==> config.mk <==
export PLATFORM = sky130hd
export DESIGN_NAME = instruction_memory
export DESIGN_NICKNAME = d
export VERILOG_FILES = /design/src/rtl/instr_mem_pkg.sv /design/src/rtl/instr_mem_array.sv /design/src/rtl/instruction_memory.sv
export SDC_FILE = /design/constraint.sdc
export NUM_CORES = 2
export LEC_CHECK = 0
export ABC_CLOCK_PERIOD_IN_PS = 7100
export BUFFER_PORTS_ARGS = -buffer_cell sky130_fd_sc_hd__clkbuf_2
export CORE_MARGIN = 3
export CORE_UTILIZATION = 45
export DETAILED_ROUTE_END_ITERATION = 10
export MAX_ROUTING_LAYER = met4
export PLACE_DENSITY = 0.58
export SLEW_MARGIN = 20
export SYNTH_ARGS = -nofsm -noshare
export SYNTH_HDL_FRONTEND = slang
export SYNTH_HIERARCHICAL = 1
export SYNTH_SLANG_ARGS = --single-unit
==> constraint.sdc <==
create_clock -name CLK -period 7.1 [get_ports CLK]
set_input_delay 1.065 -clock CLK [delete_from_list [all_inputs] [get_ports CLK]]
set_output_delay 1.065 -clock CLK [all_outputs]
set_load 0.01 [all_outputs]
==> src/rtl/instr_mem_pkg.sv <==
// Shared types and constants for the instruction memory: FSM state encoding,
// default geometry and the NOP fill word.
package instr_mem_pkg;

  localparam int unsigned DEFAULT_WIDTH = 32;
  localparam int unsigned DEFAULT_DEPTH = 64;
  localparam logic [31:0] NOP_DEFAULT   = 32'hFC000000;

  typedef enum logic [1:0] {
    INIT = 2'd0,
    RUN  = 2'd1,
    PROG = 2'd2
  } state_t;

endpackage

==> src/rtl/instr_mem_array.sv <==
// DEPTH x WIDTH storage: one synchronous write port, one synchronous read port.
// Contents are intentionally not reset; the owner clears them with a sweep.
module instr_mem_array #(
  parameter int unsigned WIDTH = 32,
  parameter int unsigned DEPTH = 64,
  parameter int unsigned AW    = $clog2(DEPTH)
) (
  input  logic             CLK,
  input  logic             we,
  input  logic [AW-1:0]    waddr,
  input  logic [WIDTH-1:0] wdata,
  input  logic             re,
  input  logic [AW-1:0]    raddr,
  output logic [WIDTH-1:0] rdata
);

  logic [WIDTH-1:0] mem [DEPTH];

  always_ff @(posedge CLK) begin
    if (we) begin
      mem[waddr] <= wdata;
    end
  end

  // Read register only moves on an enabled read so the fetched word holds.
  always_ff @(posedge CLK) begin
    if (re) begin
      rdata <= mem[raddr];
    end
  end

endmodule

==> src/rtl/instruction_memory.sv <==
// Instruction memory with an INIT sweep that fills every word with NOP,
// a RUN state serving 1-cycle-latency fetches, and a PROG state for writes.
module instruction_memory
  import instr_mem_pkg::*;
#(
  parameter int unsigned       WIDTH    = DEFAULT_WIDTH,
  parameter int unsigned       DEPTH    = DEFAULT_DEPTH,
  parameter logic [WIDTH-1:0]  NOP_WORD = NOP_DEFAULT
) (
  input  logic                     CLK,
  input  logic                     RESET,
  input  logic                     FETCH_REQ,
  input  logic [WIDTH-1:0]         ADDRESS,
  input  logic                     STALL,
  input  logic                     PROG_WE,
  input  logic [$clog2(DEPTH)-1:0] PROG_ADDR,
  input  logic [WIDTH-1:0]         PROG_DATA,
  output logic [WIDTH-1:0]         INSTR,
  output logic                     INSTR_VALID,
  output logic                     FAULT,
  output logic                     READY,
  output state_t                   STATE
);

  localparam int unsigned AW = $clog2(DEPTH);

  state_t           state, state_n;
  logic [AW-1:0]    cnt;
  logic             cnt_last;
  logic [WIDTH-1:0] word_idx;
  logic             fetch_fault;
  logic             fetch_accept;
  logic             valid_q, fault_q, nop_sel_q;
  logic             arr_we;
  logic [AW-1:0]    arr_waddr;
  logic [WIDTH-1:0] arr_wdata;
  logic [WIDTH-1:0] arr_rdata;

  assign cnt_last    = (cnt == AW'(DEPTH - 1));
  assign word_idx    = ADDRESS >> 2;
  assign fetch_fault = (ADDRESS[1:0] != 2'b00) || (word_idx >= WIDTH'(DEPTH));

  // Fetch handshake: a request is accepted only in RUN when STALL=0 and no
  // program write competes that cycle; the response appears one cycle later
  // with INSTR_VALID=1. READY is the only flow-control signal offered.
  assign fetch_accept = (state == RUN) && FETCH_REQ && !STALL && !PROG_WE;

  always_ff @(posedge CLK or posedge RESET) begin
    if (RESET) begin
      state <= INIT;
      cnt   <= '0;
    end else begin
      state <= state_n;
      if (state == INIT) begin
        cnt <= cnt + AW'(1);
      end
    end
  end

  always_comb begin
    state_n = state;
    case (state)
      INIT:    if (cnt_last) state_n = RUN;
      RUN:     if (PROG_WE) state_n = PROG;
      PROG:    if (!PROG_WE) state_n = RUN;
      default: state_n = INIT;
    endcase
  end

  // The init sweep and program writes share the single write port.
  always_comb begin
    arr_we    = 1'b0;
    arr_waddr = PROG_ADDR;
    arr_wdata = PROG_DATA;
    if (state == INIT) begin
      arr_we    = 1'b1;
      arr_waddr = cnt;
      arr_wdata = NOP_WORD;
    end else if (PROG_WE) begin
      arr_we = 1'b1;
    end
  end

  instr_mem_array #(
    .WIDTH (WIDTH),
    .DEPTH (DEPTH),
    .AW    (AW)
  ) u_array (
    .CLK   (CLK),
    .we    (arr_we),
    .waddr (arr_waddr),
    .wdata (arr_wdata),
    .re    (fetch_accept && !fetch_fault),
    .raddr (ADDRESS[AW+1:2]),
    .rdata (arr_rdata)
  );

  // nop_sel_q selects NOP_WORD over the read register, so a reset or a faulted
  // fetch shows NOP without touching the (unreset) storage path.
  always_ff @(posedge CLK or posedge RESET) begin
    if (RESET) begin
      valid_q   <= 1'b0;
      fault_q   <= 1'b0;
      nop_sel_q <= 1'b1;
    end else if (!STALL) begin
      if (fetch_accept) begin
        valid_q   <= 1'b1;
        fault_q   <= fetch_fault;
        nop_sel_q <= fetch_fault;
      end else begin
        valid_q <= 1'b0;
        fault_q <= 1'b0;
      end
    end
  end

  assign INSTR       = nop_sel_q ? NOP_WORD : arr_rdata;
  assign INSTR_VALID = valid_q;
  assign FAULT       = fault_q;
  assign READY       = (state == RUN);
  assign STATE       = state;

endmodule
==> flow_summary.ini <==
[worst_setup_path]
r2r_start = STATE[0]
slowest_delay_ns = 1.09
crit_family = simple AND/OR/NAND/NOR gates
rrSetupSlack_ns = 2.40
crit_type = reg2reg
reg2reg_depth = 6
path_buf_inv = 1
crit_chain = nor2_4 -> mux2_1 -> nor2b_1 -> nand3_1 -> nor2_4 -> buf_4
cp_slowest_cell = nor2_4
cp_data_required_time_ns = 7.58
cp_max_fo = 25
path_common_cell = nor2_4
setup.worst_path.end_class = flop
arrival_ns = 5.18
crit_start = STATE[0]
crit_path_end = u_array/mem[43][23]
crit_cells = 6
rr_endpoint = u_array/mem[43][23]
start_kind = flop

[clock_network]
clk_pin_slew_ns = 0.06
clock_path_buffers = 3
clk_latency_ns = 0.84
cts-resized-gates = 0
postCtsHoldBufs = 0
cts-htree-levels = 4
cts_root_buf = clkbuf_16
cts_setup_buffers = 0
cts_tree = done
cts_buffers = 206
cts.sinks = 2091

[drt]
drtAntennaViolNets = 0
drt_wl_total_um = 214300
drcViolationCount = 0
dr.pass1.iters = 5
vias = 38490
routed-wl-met2_um = 103100
m1WireLength_um = 89200
via_per_inst = 6.163
wl_met3_um = 15730
drt_iter0_markers = 5047
post_drt_wl_per_cell_um = 34.31
topRoutingLayerUsed = met4

[synth]
synth-async-reset-ratio_pct = 0.5261
ys.flop_type = edfxtp_1
synth_top_area_share_pct = 78.17
ys_top_cells_by_area = edfxtp_1, mux4_2, mux2i_1
synth-edff-count = 2080
synth.largest_area_cell = edfxtp_1
synthCells = 3451
yosysWarnings = 6
synthDistinctLibCells = 52
syn-cell-area_sq_um = 79900
ys_seq_area_share_pct = 78.51
synth.avg_cell_area_sq_um = 23.15
ys_ff_latch = 2091
synth_fp_nets = 3527
yosysMostFrequentCell = edfxtp_1
synth_common_cells = edfxtp_1, mux4_2, nor2_1

[global_route]
grt_pass1_wl_um = 301400
grt_pass1_vias = 38330
grt_usage_pct = 24.47
overflow = 0
antenna_found_initial = 12
grt_max_degree = 124

[place]
numPlacedInstances = 5853
gp_congestion = 0.8050
portBuffers = 111
dpl.hpwl_um = 118200

[timing]
finalSetupTns_ns = 0
rsz0062_at_grt = false
skew_ns = 0.03368
hold_viol_final = 0
slew_headroom_pct = 19.68
post-route-min-period_ns = 4.700
drv_slew = 0
fin_crit_sh_pct = 66.20
setup_viol = 0
worst_slew_pin_slew_ns = 1.201
fmax_mhz = 212.8

[power_and_ir_drop]
ir_drop_uv = 299.9
power_w = 0.03216
power_density_nw_per_um2 = 353.4
leakage_nw = 28.57

[run]
maxCapViolCount = 0

[layout]
final_layout_size_suffix_gt1_share_pct = 30.99
fill_cells = 13600
syn_to_final_growth_pct = 13.87
final_cells = 6246
num-nets-final = 3798

[die]
rows = 154
initial_utilization_pct = 45.32
fp.dieW_um = 427.4
dieHeight_um = 427.4
core_area_sq_um = 176300
io_pins = 112
die_area_sq_um = 182700

[status]
run_status = finished, final reports clean

[min_path]
min_path_type = in2async
==> metrics by stage <==
step / setup slack (ns) / instance area, sq um / hold WS, ns / utilization, %
global placement: 2.163 / 84370 / 0.4531 / 47.86
global route: 2.299 / 90990 / 0.2144 / 51.61
CTS: 2.433 / 90930 / 0.1513 / 51.58
floorplan: 2.596 / 79900 / 0.4578 / -
detailed placement: 2.165 / 84410 / 0.4547 / 47.88
finish: 2.400 / 90990 / 0.2115 / 51.61
==> cells in the final DEF, fill, tap and decap left out, types with 4 or more instances in the layout <==
master      instances
edfxtp_1         2080
nor2_1             79
o32ai_1             4
nand3b_1            5
inv_6               7
buf_4             127
nand3_1             6
bufinv_16          17
clkinv_1           43
a41o_1              4
or2_2              15
mux2_1              4
diode_2            14
clkbuf_16         209
nor2b_1            42
mux2i_1            93
clkbuf_2          107
clkinvlp_4          5
clkinv_2           39
o221ai_1           27
nand2b_1            7
a21oi_1            63
nor3_1              5
nor2b_4            26
dfrtp_1            10
mux4_2            544
clkinv_8            4
nor2_4             63
and3_1              4
nand2_1            32
nor4_1              6
a311oi_1            6
buf_12             13
o22ai_1            84
a22oi_1            12
clkbuf_1           48
==> flip-flops by register name, indices dropped and copies added, names as in the netlist <==
register       cells
FAULT              1
INSTR_VALID        1
STATE              2
cnt                6
nop_sel_q          1
u_array/mem     2048
u_array/rdata     32
==> area by class of cell <==
| cell class | instances | area, sq um | share of cell area, % |
|---|---|---|---|
| sequential | 2091 | 62740 | 68.95 |
| timing repair buffer | 252 | 1833 | 2.015 |
| antenna | 14 | 35.03 | 0.03850 |
| inverter | 2 | 7.507 | 0.008251 |
| clock inverter | 120 | 1097 | 1.206 |
| clock buffer | 258 | 5424 | 5.961 |
| multi-input combinational | 1169 | 16930 | 18.61 |
| tap | 2340 | 2928 | 3.218 |
==> cell families after synthesis <==
group	Yosys count	share of synthesized area [%]
buffers and inverters	191	1.165
multiplexers	644	16.60
adder cells (fa/ha/maj)	1	0.01566
flip-flops	2091	78.51
AO/OA/AOI/OAI	205	1.672
AND/OR/NAND/NOR	313	1.961
XOR/XNOR	6	0.07518
==> worst min path at each step <==
| stage | from | slack, ns | to | cells past startpoint |
|---|---|---|---|---|
| after floorplan | cnt[5] | 0.46 | cnt[5] | 1 |
| after global placement | nop_sel_q | 0.45 | nop_sel_q | 2 |
| after detailed placement | nop_sel_q | 0.45 | nop_sel_q | 2 |
| after CTS | RESET | 0.15 | cnt[5] | 2 |
| after global routing | RESET | 0.21 | FAULT | 2 |
| final | RESET | 0.21 | cnt[5] | 2 |
==> where the power goes <==
group,internal [W],switching [W]
sequential,0.0161,0.000251
combinational,0.00114,0.00403
clock,0.00603,0.00457
total,0.0233,0.00884
==> routing by layer <==
layer / global-route usage (%) / vias to the layer above
li1: - / 15270
met1: 34.82 / 21280
met2: 37.08 / 1661
met3: 3.676 / 289
met4: 7.281 / 0
met5: - / -
Power figures use the tool's default switching activity.
